===== config.mk =====
export PLATFORM = sky130hd
export DESIGN_NAME = muldiv_hilo
export DESIGN_NICKNAME = d
export VERILOG_FILES = /design/src/rtl/muldiv_hilo.sv
export SDC_FILE = /design/constraint.sdc
export NUM_CORES = 1
export LEC_CHECK = 0
export BUFFER_PORTS_ARGS = -buffer_cell sky130_fd_sc_hd__buf_2
export CAP_MARGIN = 25
export CORE_ASPECT_RATIO = 1.1
export CORE_MARGIN = 5
export CORE_UTILIZATION = 45
export DETAILED_ROUTE_END_ITERATION = 6
export MAX_ROUTING_LAYER = met4
export PLACE_DENSITY_LB_ADDON = 0.12
export SETUP_SLACK_MARGIN = 0.4
export SYNTH_ARGS = -nofsm -noshare
export SYNTH_HDL_FRONTEND = slang
export SYNTH_SLANG_ARGS = --single-unit

===== constraint.sdc =====
create_clock -name clk -period 4.9 [get_ports clk]
set_clock_uncertainty 0.15 [all_clocks]
set_input_delay 0.49 -clock clk [delete_from_list [all_inputs] [get_ports clk]]
set_output_delay 0.49 -clock clk [all_outputs]
set_load 0.01 [all_outputs]

===== src/rtl/muldiv_hilo.sv =====
// Iterative 32-step multiply / restoring divide feeding architectural HI/LO; signed ops need MULDIV_SIGNED_EN.
// Latency: start edge E0, HI/LO commit and done pulse at E34 for every op and operand.
// Backpressure: busy is held while in flight; start and mthi/mtlo are ignored until commit.
module muldiv_hilo #(
  parameter int WIDTH = 32
) (
  input  logic             clk,
  input  logic             rst_n,
  input  logic             start,
  input  logic [1:0]       op,
  input  logic [WIDTH-1:0] a,
  input  logic [WIDTH-1:0] b,
  input  logic             hi_we,
  input  logic             lo_we,
  input  logic [WIDTH-1:0] wdata,
  output logic             busy,
  output logic             done,
  output logic             div_by_zero,
  output logic [WIDTH-1:0] hi,
  output logic [WIDTH-1:0] lo
);

  localparam int CW = $clog2(WIDTH) + 1;

  typedef enum logic [2:0] {IDLE, MUL, DIV, FIX, COMMIT} state_t;

  state_t             state_q, state_d;
  logic [2*WIDTH-1:0] acc_q, acc_d;
  logic [WIDTH-1:0]   opnd_q, opnd_d;
  logic [WIDTH-1:0]   hi_q, hi_d, lo_q, lo_d;
  logic [CW-1:0]      cnt_q, cnt_d;
  logic               is_div_q, is_div_d;
  logic               neg_q_q, neg_q_d;
  logic               neg_r_q, neg_r_d;
  logic               dbz_q, dbz_d;
  logic               busy_q, busy_d;
  logic               done_q, done_d;
  logic               dbz_out_q, dbz_out_d;

  logic               signed_op;
  logic               accept;
  logic [WIDTH-1:0]   a_abs, b_abs;
  logic [WIDTH:0]     mul_sum;
  logic [WIDTH:0]     rem_sh;
  logic [WIDTH-1:0]   rem_sub;
  logic               rem_ge;

`ifdef MULDIV_SIGNED_EN
  assign signed_op = op[1];
`else
  logic unused_op;
  assign unused_op = op[1];
  assign signed_op = 1'b0;
`endif

  assign a_abs  = (signed_op && a[WIDTH-1]) ? -a : a;
  assign b_abs  = (signed_op && b[WIDTH-1]) ? -b : b;
  // COMMIT is the last busy cycle, so a new launch may overlap it.
  assign accept = start && (state_q == IDLE || state_q == COMMIT);

  // Multiply: add multiplicand into the upper half when the LSB is set, then shift right.
  assign mul_sum = {1'b0, acc_q[2*WIDTH-1:WIDTH]} + (acc_q[0] ? {1'b0, opnd_q} : '0);

  // Divide: upper half is the partial remainder, lower half shifts dividend out / quotient in.
  assign rem_sh  = {acc_q[2*WIDTH-1:WIDTH], acc_q[WIDTH-1]};
  assign rem_ge  = rem_sh >= {1'b0, opnd_q};
  assign rem_sub = rem_sh[WIDTH-1:0] - opnd_q;

  always_comb begin
    state_d   = state_q;
    acc_d     = acc_q;
    opnd_d    = opnd_q;
    hi_d      = hi_q;
    lo_d      = lo_q;
    cnt_d     = cnt_q;
    is_div_d  = is_div_q;
    neg_q_d   = neg_q_q;
    neg_r_d   = neg_r_q;
    dbz_d     = dbz_q;
    busy_d    = busy_q;
    done_d    = 1'b0;
    dbz_out_d = 1'b0;

    case (state_q)
      IDLE: begin
        if (!start) begin
          if (hi_we) hi_d = wdata;
          if (lo_we) lo_d = wdata;
        end
      end
      MUL: begin
        acc_d = {mul_sum, acc_q[WIDTH-1:1]};
        cnt_d = cnt_q + 1'b1;
        if (cnt_q == CW'(WIDTH - 1)) state_d = FIX;
      end
      DIV: begin
        acc_d = {(rem_ge ? rem_sub : rem_sh[WIDTH-1:0]), acc_q[WIDTH-2:0], rem_ge};
        cnt_d = cnt_q + 1'b1;
        if (cnt_q == CW'(WIDTH - 1)) state_d = FIX;
      end
      FIX: begin
        if (is_div_q) begin
          if (neg_q_q) acc_d[WIDTH-1:0] = -acc_q[WIDTH-1:0];
          if (neg_r_q) acc_d[2*WIDTH-1:WIDTH] = -acc_q[2*WIDTH-1:WIDTH];
        end else if (neg_q_q) begin
          acc_d = -acc_q;
        end
        state_d = COMMIT;
      end
      COMMIT: begin
        hi_d      = acc_q[2*WIDTH-1:WIDTH];
        lo_d      = acc_q[WIDTH-1:0];
        busy_d    = 1'b0;
        done_d    = 1'b1;
        dbz_out_d = dbz_q;
        state_d   = IDLE;
      end
      default: state_d = IDLE;
    endcase

    if (accept) begin
      opnd_d   = op[0] ? b_abs : a_abs;
      acc_d    = {{WIDTH{1'b0}}, (op[0] ? a_abs : b_abs)};
      is_div_d = op[0];
      neg_q_d  = signed_op && (a[WIDTH-1] ^ b[WIDTH-1]);
      neg_r_d  = signed_op && a[WIDTH-1];
      dbz_d    = op[0] && (b == '0);
      cnt_d    = '0;
      busy_d   = 1'b1;
      state_d  = op[0] ? DIV : MUL;
    end
  end

  always_ff @(posedge clk or negedge rst_n) begin
    if (!rst_n) begin
      state_q   <= IDLE;
      acc_q     <= '0;
      opnd_q    <= '0;
      hi_q      <= '0;
      lo_q      <= '0;
      cnt_q     <= '0;
      is_div_q  <= 1'b0;
      neg_q_q   <= 1'b0;
      neg_r_q   <= 1'b0;
      dbz_q     <= 1'b0;
      busy_q    <= 1'b0;
      done_q    <= 1'b0;
      dbz_out_q <= 1'b0;
    end else begin
      state_q   <= state_d;
      acc_q     <= acc_d;
      opnd_q    <= opnd_d;
      hi_q      <= hi_d;
      lo_q      <= lo_d;
      cnt_q     <= cnt_d;
      is_div_q  <= is_div_d;
      neg_q_q   <= neg_q_d;
      neg_r_q   <= neg_r_d;
      dbz_q     <= dbz_d;
      busy_q    <= busy_d;
      done_q    <= done_d;
      dbz_out_q <= dbz_out_d;
    end
  end

  assign busy        = busy_q;
  assign done        = done_q;
  assign div_by_zero = dbz_out_q;
  assign hi          = hi_q;
  assign lo          = lo_q;

endmodule


==> impl_metrics.csv <==
group,metric,value,unit
setup_path,criticalPathCategory,"flop to flop",
clock_tree,cts_setup_buffers,0,
setup_path,crit_path_end_kind,"flop",
global_routing,antenna_found_initial,7,
timing,finalSetupViolCount,0,
synthesis,yosys-top-cells-count,"266 x nand2_1, 210 x o21ai_0, 173 x dfrtp_1",
die,initial_utilization,45.3,%
clock_tree,insertion_delay,0.44,ns
die,pin_count,170,
timing,fmax,262,MHz
setup_path,rrSetupSlack,1.08,ns
pwr,p_per_area,795,mW/mm2
pwr,irDropWorstVdd,438,uV
synthesis,post-synth-top-area-cell,"dfrtp_1",
global_routing,grt_use_total,25.9,%
global_routing,met3_usage,4.48,%
setup_path,reg2reg_from,"acc_q[0]",
die,core,0.0276,mm2
job,cap_violations,0,
drt,drc,0,
hold_path,hold_class,"primary input to flop",
setup_path,endpoint,"acc_q[63]",
timing,period_needed,3.82,ns
synthesis,yosys_register_bits,173,
timing,slew_violations,0,
synthesis,synth-main-ff-cell,"dfrtp_1",
drt,viasPerCell,5.71,
global_routing,grt_pass1_wl,62400,um
synthesis,yosys.area.top_type_share,34.6,%
synthesis,synth_area_leaders,"dfrtp_1 35%, o21ai_0 8.4%, nand2_1 8.0%, ha_1 6.5%, a21oi_1 5.6%",
synthesis,syn_area,0.0125,mm2
clock_tree,htree_levels,4,
pwr,internal-power,5690,uW
synthesis,synth-seq-area-share,34.6,%
finish,final_nets,1819,
drt,wl_per_cell,19.4,um
timing,hold_viol,0,
die,rows,64,
setup_path,critPathMaxFanout,34,
synthesis,syn_nets,1711,
die,fp.dieW,169,um
synthesis,syn_inst,1541,
global_routing,grt_max_degree,104,
setup_path,crit_arrival,4.02,ns
global_routing,grt_pass1_vias,11210,
global_routing,grtUsageMet2,38.6,%
pwr,p_seq_share,25.3,%
die,die_h,185,um
pwr,power_frac_comb,61.5,%
synthesis,synth_edf_count,0,
placed_design,hpwlAfterDp,29500,um
clock_tree,clkTransAtPathRegs,0.07,ns
drt,drt_iter0_markers,787,
synthesis,synthArstFlopShare,100,%
pwr,clkPwrFrac,13.2,%
timing,fin_setup_tns,0,ns
drt,drtPass1Iterations,5,
clock_tree,cts.repair.resized,0,
synthesis,ys_types,82,
drt,vias,11605,
status,status,"completed",
clock_tree,cts_sinks,173,
timing,rsz0062_at_grt,"no",
clock_tree,cts_tree,"built",
finish,n_fill_cell,2704,
clock_tree,numCtsBuffers,17,
placed_design,numPortBuffers,168,
synthesis,synth.avg_cell_area,8.12,um2
synthesis,synthMostInstantiatedCell,"nand2_1",
timing,worst_pin_slew,0.964,ns
setup_path,reg2reg_to,"acc_q[63]",
global_routing,met1_usage,37.3,%
clock_tree,cts-root-buf,"clkbuf_16",
global_routing,overflow,0,
pwr,switching_share,49.9,%
clock_tree,cts_buffer_depth,2,
drt,wl,39400,um
synthesis,synth_warnings,0,
placed_design,place_area,0.0136,mm2
pwr,power.switching,5660,uW
pwr,leakage,0.00670,uW
timing,maxSlewHeadroom,35.7,%
die,dieArea,0.0312,mm2
drt,ant_nets,0,
setup_path,start_kind,"flop",
setup_path,ff2ff_path_depth,12,
finish,final_util,51.7,%
finish,fin_area,0.0143,mm2
finish,drive_above_1_share,16.9,%
setup_path,cp.required,5.10,ns
finish,area_delta_synth_final,14.1,%
global_routing,busiest_layer,"met2",
setup_path,startpoint,"acc_q[0]",
timing,finalCritPeriodShare,77.9,%
placed_design,globalplace.congestion,0.914,
==> placed cells by master (no fill, tap or decap), drive strengths merged, types with 11 or more instances in the layout <==
cell type,instances
nand2,267
o21ai,224
buf,183
dfrtp,173
a21oi,143
ha,65
nor2,51
nand3,49
inv,48
nor2b,41
mux2i,38
and2,36
mux2,34
xnor2,29
a21o,26
clkbuf,22
xor2,21
nor3,18
nand4,17
a31oi,13
nor4,12
a211oi,11
==> power by group through the flow <==
| stage | registers, uW | clock network, uW | logic [uW] |
|---|---|---|---|
| after floorplan | 2690 | 0 | 5160 |
| after global placement | 2870 | 0 | 6850 |
| after detailed placement | 2870 | 0 | 6930 |
| after CTS | 2860 | 1510 | 6980 |
| after global routing | 2960 | 1570 | 7830 |
| final | 2870 | 1500 | 6980 |
==> worst min-delay path by stage <==
| stage | start | to | slack (ns) | cells after the start |
|---|---|---|---|---|
| 2_1_floorplan | rst_n | acc_q[0] | 0.04 | 0 |
| 3_3_place_gp | hi[0] | hi[0] | 0.31 | 2 |
| 3_5_place_dp | hi[16] | hi[16] | 0.32 | 2 |
| 4_1_cts | rst_n | lo[11] | 0.04 | 1 |
| 5_1_grt | a[30] | opnd_q[30] | 0.23 | 3 |
| 6_report | a[3] | opnd_q[3] | 0.20 | 3 |
==> worst max-delay path, cell delays in order (launching register included) <==
cell and delay [ns]:
dfrtp_1 0.34, buf_4 0.34, nand2_1 0.15, fa_1 0.41
nand2b_1 0.20, a21oi_1 0.25, o211a_1 0.32, a21o_1 0.21
a31oi_1 0.22, o31ai_1 0.44, a2111oi_0 0.17, or3_1 0.36
o31ai_2 0.17
==> final cells by class <==
| cell class | instances | area [um2] | share of cell area (%) |
|---|---|---|---|
| diodes | 8 | 20.0 | 0.140 |
| clock buffers | 22 | 484 | 3.39 |
| clock inverters | 10 | 151 | 1.06 |
| inverters | 45 | 169 | 1.18 |
| multi-input cells | 1228 | 7660 | 53.7 |
| flip-flops and latches | 173 | 4330 | 30.3 |
| well taps | 363 | 454 | 3.18 |
| repair buffers | 184 | 1000 | 7.04 |
==> state kept, by name, indices dropped and copies added, names as in the netlist <==
name	flops
acc_q	64
busy	1
cnt_q	6
dbz_q	1
div_by_zero	1
done	1
hi	32
lo	32
opnd_q	32
state_q	3
==> per-stage QoR <==
step | setup WS [ns] | power [uW] | std cells | hold slack, ns
4_1_cts | 1.12 | 11300 | 2023 | 0.0404
2_1_floorplan | 1.58 | 7850 | 1541 | 0.0444
6_report | 1.08 | 11400 | 2033 | 0.202
3_5_place_dp | 1.14 | 9800 | 1991 | 0.317
3_3_place_gp | 1.13 | 9720 | 1991 | 0.314
5_1_grt | 0.849 | 12400 | 2032 | 0.231
==> metal layers <==
layer	vias to the layer above	share of wire [%]
met4	0	1.6
met3	47	5.5
met5	-	0
li1	5718	-
met2	338	44
met1	5502	49
==> cell families after synthesis <==
family / count (synthesis) / synth area share [%]
adder cells (fa/ha/maj): 67 / 6.82
flip-flops: 173 / 34.6
XOR/XNOR: 50 / 3.50
AO/OA/AOI/OAI: 506 / 24.0
buffers and inverters: 140 / 4.53
multiplexers: 72 / 6.10
AND/OR/NAND/NOR: 533 / 20.4
==> timing repair <==
action                                  in CTS  in global routing
hold buffers                                 0                  1
hold endpoints to repair                     0                 13
endpoints found under the setup margin       0                  0
(Power assumes the default switching activity.)
